[src/rtl/board_line_read_if.sv]
// Request/response bundle for board_line_read: request fields and the game
// board in, one board point per cycle out.
interface board_line_read_if;
    logic [511:0] board;
    logic         req;
    logic [7:0]   select;
    logic [1:0]   dir;
    logic [2:0]   len;
    logic         busy;
    logic         valid;
    logic [1:0]   data;
    logic         offboard;
    logic [2:0]   index;
    logic         last;

    modport master (
        output board, req, select, dir, len,
        input  busy, valid, data, offboard, index, last
    );

    modport slave (
        input  board, req, select, dir, len,
        output busy, valid, data, offboard, index, last
    );
endinterface

[src/rtl/board_line_read.sv]
// Reads a straight line of up to BURST_MAX points from a 16x16 board of 2-bit cells.
// Define BOARD_READ_SNAPSHOT_EN to read the whole burst from a board copy taken at acceptance.
module board_line_read #(
    parameter int BURST_MAX = 5
) (
    input  logic              clock,
    input  logic              reset,
    board_line_read_if.slave  bus
);
    localparam logic [0:0] IDLE = 1'b0;
    localparam logic [0:0] READ = 1'b1;
    localparam logic [2:0] BMAX = 3'(BURST_MAX);

    logic [0:0]        state;
    logic [1:0]        dir_q;
    logic [2:0]        last_idx;
    logic signed [4:0] cur_x;
    logic signed [4:0] cur_y;
    logic              valid_q;
    logic [1:0]        data_q;
    logic              off_q;
    logic [2:0]        index_q;
    logic              last_q;
    logic [511:0]      src;

    logic signed [5:0] step_x;
    logic signed [5:0] step_y;
    logic signed [5:0] nx;
    logic signed [5:0] ny;
    logic              n_off;

    function automatic logic [2:0] eff_last(input logic [2:0] l);
        if (l == 3'd0) return 3'd0;
        if (l > BMAX)  return BMAX - 3'd1;
        return l - 3'd1;
    endfunction

    // Coordinates only move away from the board once off it, so clamping is harmless.
    function automatic logic signed [4:0] sat5(input logic signed [5:0] v);
        if (v > 6'sd15)  return 5'sd15;
        if (v < -6'sd16) return -5'sd16;
        return $signed(v[4:0]);
    endfunction

    function automatic logic on_board(input logic signed [5:0] v);
        return (v >= 6'sd0) && (v <= 6'sd15);
    endfunction

    function automatic logic [1:0] pick(input logic [511:0] b, input logic [3:0] x,
                                        input logic [3:0] y);
        return b[{x, y, 1'b0} +: 2];
    endfunction

    always_comb begin
        step_x = (dir_q == 2'b00) ? 6'sd0 : 6'sd1;
        step_y = 6'sd0;
        case (dir_q)
            2'b00:   step_y = 6'sd1;
            2'b01:   step_y = 6'sd0;
            2'b10:   step_y = 6'sd1;
            default: step_y = -6'sd1;
        endcase
        nx    = {cur_x[4], cur_x} + step_x;
        ny    = {cur_y[4], cur_y} + step_y;
        n_off = off_q | !on_board(nx) | !on_board(ny);
    end

`ifdef BOARD_READ_SNAPSHOT_EN
    logic [511:0] snap;

    always_ff @(posedge clock) begin
        if (state == IDLE && bus.req) snap <= bus.board;
    end

    assign src = snap;
`else
    assign src = bus.board;
`endif

    always_ff @(posedge clock or negedge reset) begin
        if (!reset) begin
            state    <= IDLE;
            dir_q    <= 2'b00;
            last_idx <= 3'd0;
            cur_x    <= 5'sd0;
            cur_y    <= 5'sd0;
            valid_q  <= 1'b0;
            data_q   <= 2'b00;
            off_q    <= 1'b0;
            index_q  <= 3'd0;
            last_q   <= 1'b0;
        end else if (state == IDLE) begin
            if (bus.req) begin
                // Point 0 is always on the board and comes straight from the live board.
                state    <= READ;
                dir_q    <= bus.dir;
                last_idx <= eff_last(bus.len);
                cur_x    <= $signed({1'b0, bus.select[7:4]});
                cur_y    <= $signed({1'b0, bus.select[3:0]});
                valid_q  <= 1'b1;
                data_q   <= pick(bus.board, bus.select[7:4], bus.select[3:0]);
                off_q    <= 1'b0;
                index_q  <= 3'd0;
                last_q   <= (eff_last(bus.len) == 3'd0);
            end
        end else begin
            if (last_q) begin
                state   <= IDLE;
                valid_q <= 1'b0;
                data_q  <= 2'b00;
                off_q   <= 1'b0;
                index_q <= 3'd0;
                last_q  <= 1'b0;
            end else begin
                cur_x   <= sat5(nx);
                cur_y   <= sat5(ny);
                off_q   <= n_off;
                data_q  <= n_off ? 2'b00 : pick(src, nx[3:0], ny[3:0]);
                index_q <= index_q + 3'd1;
                last_q  <= ((index_q + 3'd1) == last_idx);
            end
        end
    end

    assign bus.busy     = (state == READ);
    assign bus.valid    = valid_q;
    assign bus.data     = data_q;
    assign bus.offboard = off_q;
    assign bus.index    = index_q;
    assign bus.last     = last_q;
endmodule

[src/flat_wrapper.sv]
// flat-port wrapper written by rule: the top's interface ports become plain ports
module board_line_read_flat 
#(
    parameter int BURST_MAX = 5
)
  (clock, reset, bus_board, bus_req, bus_select, bus_dir, bus_len, bus_busy, bus_valid, bus_data, bus_offboard, bus_index, bus_last);
  board_line_read_if bus_i ();
  input  logic clock;
  input  logic reset;
  input wire logic [$bits(bus_i.board)-1:0] bus_board;
  input wire logic [$bits(bus_i.req)-1:0] bus_req;
  input wire logic [$bits(bus_i.select)-1:0] bus_select;
  input wire logic [$bits(bus_i.dir)-1:0] bus_dir;
  input wire logic [$bits(bus_i.len)-1:0] bus_len;
  output wire logic [$bits(bus_i.busy)-1:0] bus_busy;
  output wire logic [$bits(bus_i.valid)-1:0] bus_valid;
  output wire logic [$bits(bus_i.data)-1:0] bus_data;
  output wire logic [$bits(bus_i.offboard)-1:0] bus_offboard;
  output wire logic [$bits(bus_i.index)-1:0] bus_index;
  output wire logic [$bits(bus_i.last)-1:0] bus_last;
  assign bus_i.board = bus_board;
  assign bus_i.req = bus_req;
  assign bus_i.select = bus_select;
  assign bus_i.dir = bus_dir;
  assign bus_i.len = bus_len;
  assign bus_busy = bus_i.busy;
  assign bus_valid = bus_i.valid;
  assign bus_data = bus_i.data;
  assign bus_offboard = bus_i.offboard;
  assign bus_index = bus_i.index;
  assign bus_last = bus_i.last;
  board_line_read #(.BURST_MAX(BURST_MAX)) u_core (.clock(clock), .reset(reset), .bus(bus_i));
endmodule
[config.mk]
export PLATFORM = sky130hd
export DESIGN_NAME = board_line_read_flat
export DESIGN_NICKNAME = d
export VERILOG_FILES = /design/src/rtl/board_line_read_if.sv /design/src/rtl/board_line_read.sv /design/src/flat_wrapper.sv
export SDC_FILE = /design/constraint.sdc
export NUM_CORES = 1
export LEC_CHECK = 0
export CAP_MARGIN = 20
export CORE_AREA = 4 4 209 211
export CTS_CLUSTER_SIZE = 10
export DETAILED_ROUTE_END_ITERATION = 10
export DIE_AREA = 0 0 213 215
export GPL_ROUTABILITY_DRIVEN = 1
export SLEW_MARGIN = 20
export SYNTH_ARGS = -nofsm -noshare
export SYNTH_HDL_FRONTEND = slang
export SYNTH_SLANG_ARGS = --single-unit
[constraint.sdc]
create_clock -name clock -period 3.4 [get_ports clock]
set_input_delay 0.85 -clock clock [delete_from_list [all_inputs] [get_ports clock]]
set_output_delay 0.85 -clock clock [all_outputs]
set_load 0.02 [all_outputs]
* Yosys cells after proc, flatten, opt, wreduce, memory -nomap -nowiden *
Cells that the tools add are included.

operators by class
  $add $sub $neg = 4
  $mul = 0
  divide/modulo/power cells = 0
  order comparisons = 9
  equal/unequal tests = 5
  shift-type cells = 2
  muxes and demuxes = 62
  bitwise operators = 3
  reductions and logical operators = 12

operator list
  kind                                                                                 count
  512-bit by 10-bit indexed part select with 2-bit output                              2
  5-bit 2-to-1 mux                                                                     14
  1-bit 2-to-1 mux                                                                     34
  3-bit 2-to-1 mux                                                                     9
  6-bit adder                                                                          2
  6-bit by 1-bit greater-or-equal comparator with 1-bit output, second input constant  2
  6-bit by 5-bit greater-than comparator with 1-bit output, second input constant      2
  6-bit by 5-bit less-or-equal comparator with 1-bit output, second input constant     2
  6-bit by 5-bit < comparator with 1-bit output, second input constant                 2
  6-bit case mux with 2 select lines                                                   1
  2-bit 2-to-1 mux                                                                     4
  3-bit logical NOT                                                                    2
  2-bit AND reduction                                                                  3
  2-bit != test, second input constant                                                 2
  3-bit by 1-bit adder with 3-bit output, second input constant                        1
  3-bit == test                                                                        1
  3-bit greater-than comparator, second input constant                                 1
  3-bit by 1-bit subtractor with 3-bit output, second input constant                   1
  2-bit by 1-bit == test with 1-bit output, second input constant                      1
  2-bit == test, second input constant                                                 1
  1-bit logical AND                                                                    2
  1-bit logical NOT                                                                    2
  2-bit logical NOT                                                                    1
  1-bit bitwise OR                                                                     2
  3 further kinds                                                                      3

word-level totals
  flip-flop bits (word level) = 24
  latch bits = 0
  memory bits (writable) = 0
  bits in read-only memories = 0
  input bits = 528
  output and inout port bits = 9
  logic and storage cells = 107
  memories kept = 0

* Depth between registers and ports, before layout *
  depth in word-level cells = 15
  gate-level depth with buffers = 14
  depth with buffers taken out = 12

* Worst setup path after synthesis *
OpenSTA, ideal clock, no wires.

  path kind = flip-flop to flip-flop
  start point = register u_core.dir_q[1]
  end point = register u_core.data_q[1], in the netlist u_core.bus.data[1]
  setup time = 133 ps
  arrival time = 2,974 ps
  required time = 3,267 ps
  path slack = 292 ps
  stages on the path, launching flop included = 13
  clock period less this slack = 3,108 ps
  cell sequence = dfrtp_1 nand2b_1 ha_1 ha_1 buf_4 buf_2 clkbuf_1 mux4_2 mux4_2 nand2_1 nand3_1 a21boi_1 o211ai_2

on the way
  longest elaborated chain between the ends = 11
  elaborated cells between the ends (all ways) = 22

ends and longest elaborated chain
  item                                                 RTL line                text
  start, declared                                      board_line_read.sv:15   logic [1:0] dir_q;
  start signal, assigned                               board_line_read.sv:96   dir_q <= bus.dir;
  branches (longest 8 deep; another with 6-bit adder)  -
  2-bit 2-to-1 mux *                                   board_line_read.sv:118  data_q <= n_off ? 2'b00 : pick(src, nx[3:0], ny[3:0]);
  2-bit 2-to-1 mux *                                   board_line_read.sv:107  if (last_q) begin
  2-bit 2-to-1 mux *                                   board_line_read.sv:92   end else if (state == IDLE) begin
  end signal, assigned                                 board_line_read.sv:101  data_q <= pick(bus.board, bus.select[7:4], bus.select[3:0]);
  end signal, assigned                                 board_line_read.sv:118
  end, declared                                        board_line_read.sv:20   logic [1:0] data_q;

Every way passes the cells marked *.
A chain may end at the register's enable or synchronous reset.

* Final worst setup path *
  start point = register u_core.dir_q[0]
  end point = register u_core.data_q[1], in the netlist u_core.bus.data[1]

Same word-level chain as after synthesis.

==> flow_metrics.tcl <==
set metrics [dict create \
    final-hold-violation-count 0 \
    finalCoreUtilization_pct 40.4 \
    antenna_found_initial 11 \
    start_util_pct 24.4 \
    syn_area_per_cell_um2 11.5 \
    die_h_um 215 \
    ys_seq_area_share_pct 5.90 \
    synth_edf_count 0 \
    cp.arrival_ps 3400 \
    critical_path.cell_chain "nand2_1 -> xnor2_1 -> ha_4 -> and4bb_4 -> or3_4 -> nand2_4 -> buf_4 -> mux4_2 -> mux2i_1 -> a21oi_1 -> a21boi_1 -> o211ai_2" \
    wl_mm 59.6 \
    gp_congestion 0.922 \
    fillers 4036 \
    cts_tree "yes" \
    synthTopCellsByArea "mux4_2 52%, mux2i_1 8.0%, dfrtp_1 5.9%" \
    cp.required_ps 3540 \
    syn_inst 883 \
    powerDensity_nw_per_um2 845 \
    io_buffers 536 \
    worst_path_largest_cell_delay_ps 540 \
    synth_top_family_by_area "multiplexers" \
    yosys.area_share.simple_pct 10.7 \
    finalCritPeriodShare_pct 95.8 \
    setup_viol 0 \
    fin_cells 1988 \
    worst-path-buf-inv 1 \
    io_pins 537 \
    multiInputGateArea_um2 9020 \
    clock_skew_ps 9.19 \
    clkSinkCount 24 \
    yosysWarnings 0 \
    cpLargestDelayFamily "simple AND/OR/NAND/NOR gates" \
    cts_resized 0 \
    worst_slew_pin_slew_ps 638 \
    startpoint_type "register" \
    num_vias 11500 \
    fp.dieW_um 213 \
    fmaxAchievable_mhz 307 \
    htree_levels 1 \
    cp-end-kind "register" \
    synth_top_cell_by_area "mux4_2" \
    async_flop_share_pct 100 \
    viasPerCell 5.76 \
    yosysMostFrequentCell "mux4_2" \
    synth_top_area_share_pct 52.5 \
    rsz0062_at_grt "no" \
    avgRoutedWirePerCell_um 30.0 \
    ys.flop_type "dfrtp_1" \
    grt_max_degree 50 \
    cts_hold_buf 0 \
    maxSlewViolCount 0 \
    drtPass1Iterations 6 \
    ctsRootBufferMaster "clkbuf_16" \
    nNetsFinal 1980 \
    grt-ovfl-total 0 \
    post-cts-setup-buffers 0 \
    min_period_ps 3260 \
    synthToLayoutAreaGrowth_pct 65.8 \
    vdd_ir_drop_max_uv 490 \
    placed_cells 1978 \
    clock_latency_ps 270 \
    drt-initial-drc-count 1026 \
    synth-adder-area-share_pct 0.984 \
    leakagePower_uw 0.00609 \
    synthesis.nets 1419 \
    row_count 75 \
    grt_use_total_pct 25.0 \
    grt_pass1_vias 12400 \
    crit_fanout 8 \
    critPathKind "reg2reg" \
    dpl.hpwl_mm 51.1 \
    hp-class "reg2reg" \
    cp_slowest_cell "mux4_2" \
    regArea_um2 601 \
    path_clk_slew_ps 70 \
    coreArea_um2 41800 \
    max_slew_margin_pct 57.3 \
    synth-compound-area-share_pct 12.1 \
    ys_ff_latch 24 \
    synth_common_cells "237 x mux4_2, 97 x nand2_1, 81 x mux2i_1" \
    max_cap_violations 0 \
    yosysUniqueCellTypes 70 \
    syn_area_um2 10200 \
    remaining_drc_errors 0 \
    status "finished, final reports clean" \
    ant_nets 0 \
    synth_xor_area_share_pct 0.947 \
    synthMuxAreaShare_pct 63.3 \
    drive_gt1_share_pct 27.7 \
    grt_pass1_wl_mm 85.0 \
    cts_buffers 3 \
    dieArea_um2 45800 \
    clockBufferDepth 2 \
]
layout by cell type, fill, tap and decap left out, types with 6 or more instances in the layout:
master           count
mux2i_1             81
nand4_1              8
buf_12              14
nand3_1             19
dfrtp_1             24
diode_2              7
mux4_2             237
a32oi_1              9
clkdlybuf4s50_1    533
a31oi_1              9
o22ai_1              7
mux2_2              19
nand2_1             97
buf_4              101
o211ai_1             7
nor3_1              10
nor2_1              32
o21ai_0             30
a22oi_1             12
nor2b_1             15
nand2b_1             9
a21oi_1             35
o221ai_1             8
and2_1               6
a22o_1               7
ha_1                 6
a221oi_1            10
worst reg2reg max path, stage by stage (launching register included):
cell and delay, ps:
dfrtp_1 370, nand2_1 70, xnor2_1 240, ha_4 190, and4bb_4 240, or3_4 380
nand2_4 190, buf_4 230, mux4_2 540, mux2i_1 280, a21oi_1 120, a21boi_1 200
o211ai_2 90
power by group:
part	internal (uW)	leakage, uW	switching [uW]
logic	6880	0.00576	6530
clock network	156	0.0000370	112
registers	418	0.000296	172
final timing paths:
| path | from | endpoint | slack (ps) | depth (start not counted) |
|---|---|---|---|---|
| setup / recovery | u_core.dir_q[0] | u_core.bus.data[1] | 140 | 12 |
| hold / removal | u_core.cur_x[0] | u_core.cur_x[0] | 510 | 2 |
| setup reg to reg | u_core.dir_q[0] | u_core.bus.data[1] | 140 | 12 |
| hold reg to reg | u_core.cur_x[0] | u_core.cur_x[0] | 510 | 2 |
| max in group asynchronous | reset | u_core.cur_y[0] | 2150 | 2 |
| min in group asynchronous | reset | u_core.cur_y[2] | 970 | 2 |
sequential cells by signal, indices dropped and copies added (netlist names):
signal / flops
u_core.cur_x: 5
u_core.cur_y: 5
u_core.bus.index: 3
u_core.last_idx: 3
u_core.bus.data: 2
u_core.dir_q: 2
u_core.bus.busy: 1
u_core.bus.last: 1
u_core.bus.offboard: 1
u_core.bus.valid: 1
stage by stage:
stage	hold WS, ps	setup WS (ps)	total power, uW	setup TNS [ps]	cell area [um2]
final	509	141	14300	0	16900
after global routing	525	21.3	15100	0	16900
after CTS	512	157	14300	0	16800
after detailed placement	496	-70.9	14000	-86.8	16800
after global placement	470	-104	14000	-104	16800
after floorplan	455	292	8990	0	10200
kinds of logic after synthesis:
family | Yosys count
simple gates | 225
xor+xnor | 11
compound gates | 172
fa+ha+maj | 8
buf+inv | 103
mux | 340
flops | 24
routing by layer:
metal / vias up / GRT usage, % / wire, um
li1: 4924 / - / -
met1: 5811 / 33.0 / 23900
met2: 631 / 41.8 / 29100
met3: 88 / 5.63 / 5040
met4: 4 / 6.21 / 1640
met5: - / 0 / 30
area by class of cell:
type | instances | area share, %
multi-input cells | 756 | 53.5
repair buffers | 653 | 38.3
clock buffers | 3 | 0.445
diodes | 7 | 0.104
inverters | 6 | 0.134
flip-flops and latches | 24 | 3.56
well taps | 539 | 4.00
No activity file was read; power rests on OpenSTA's default activity.
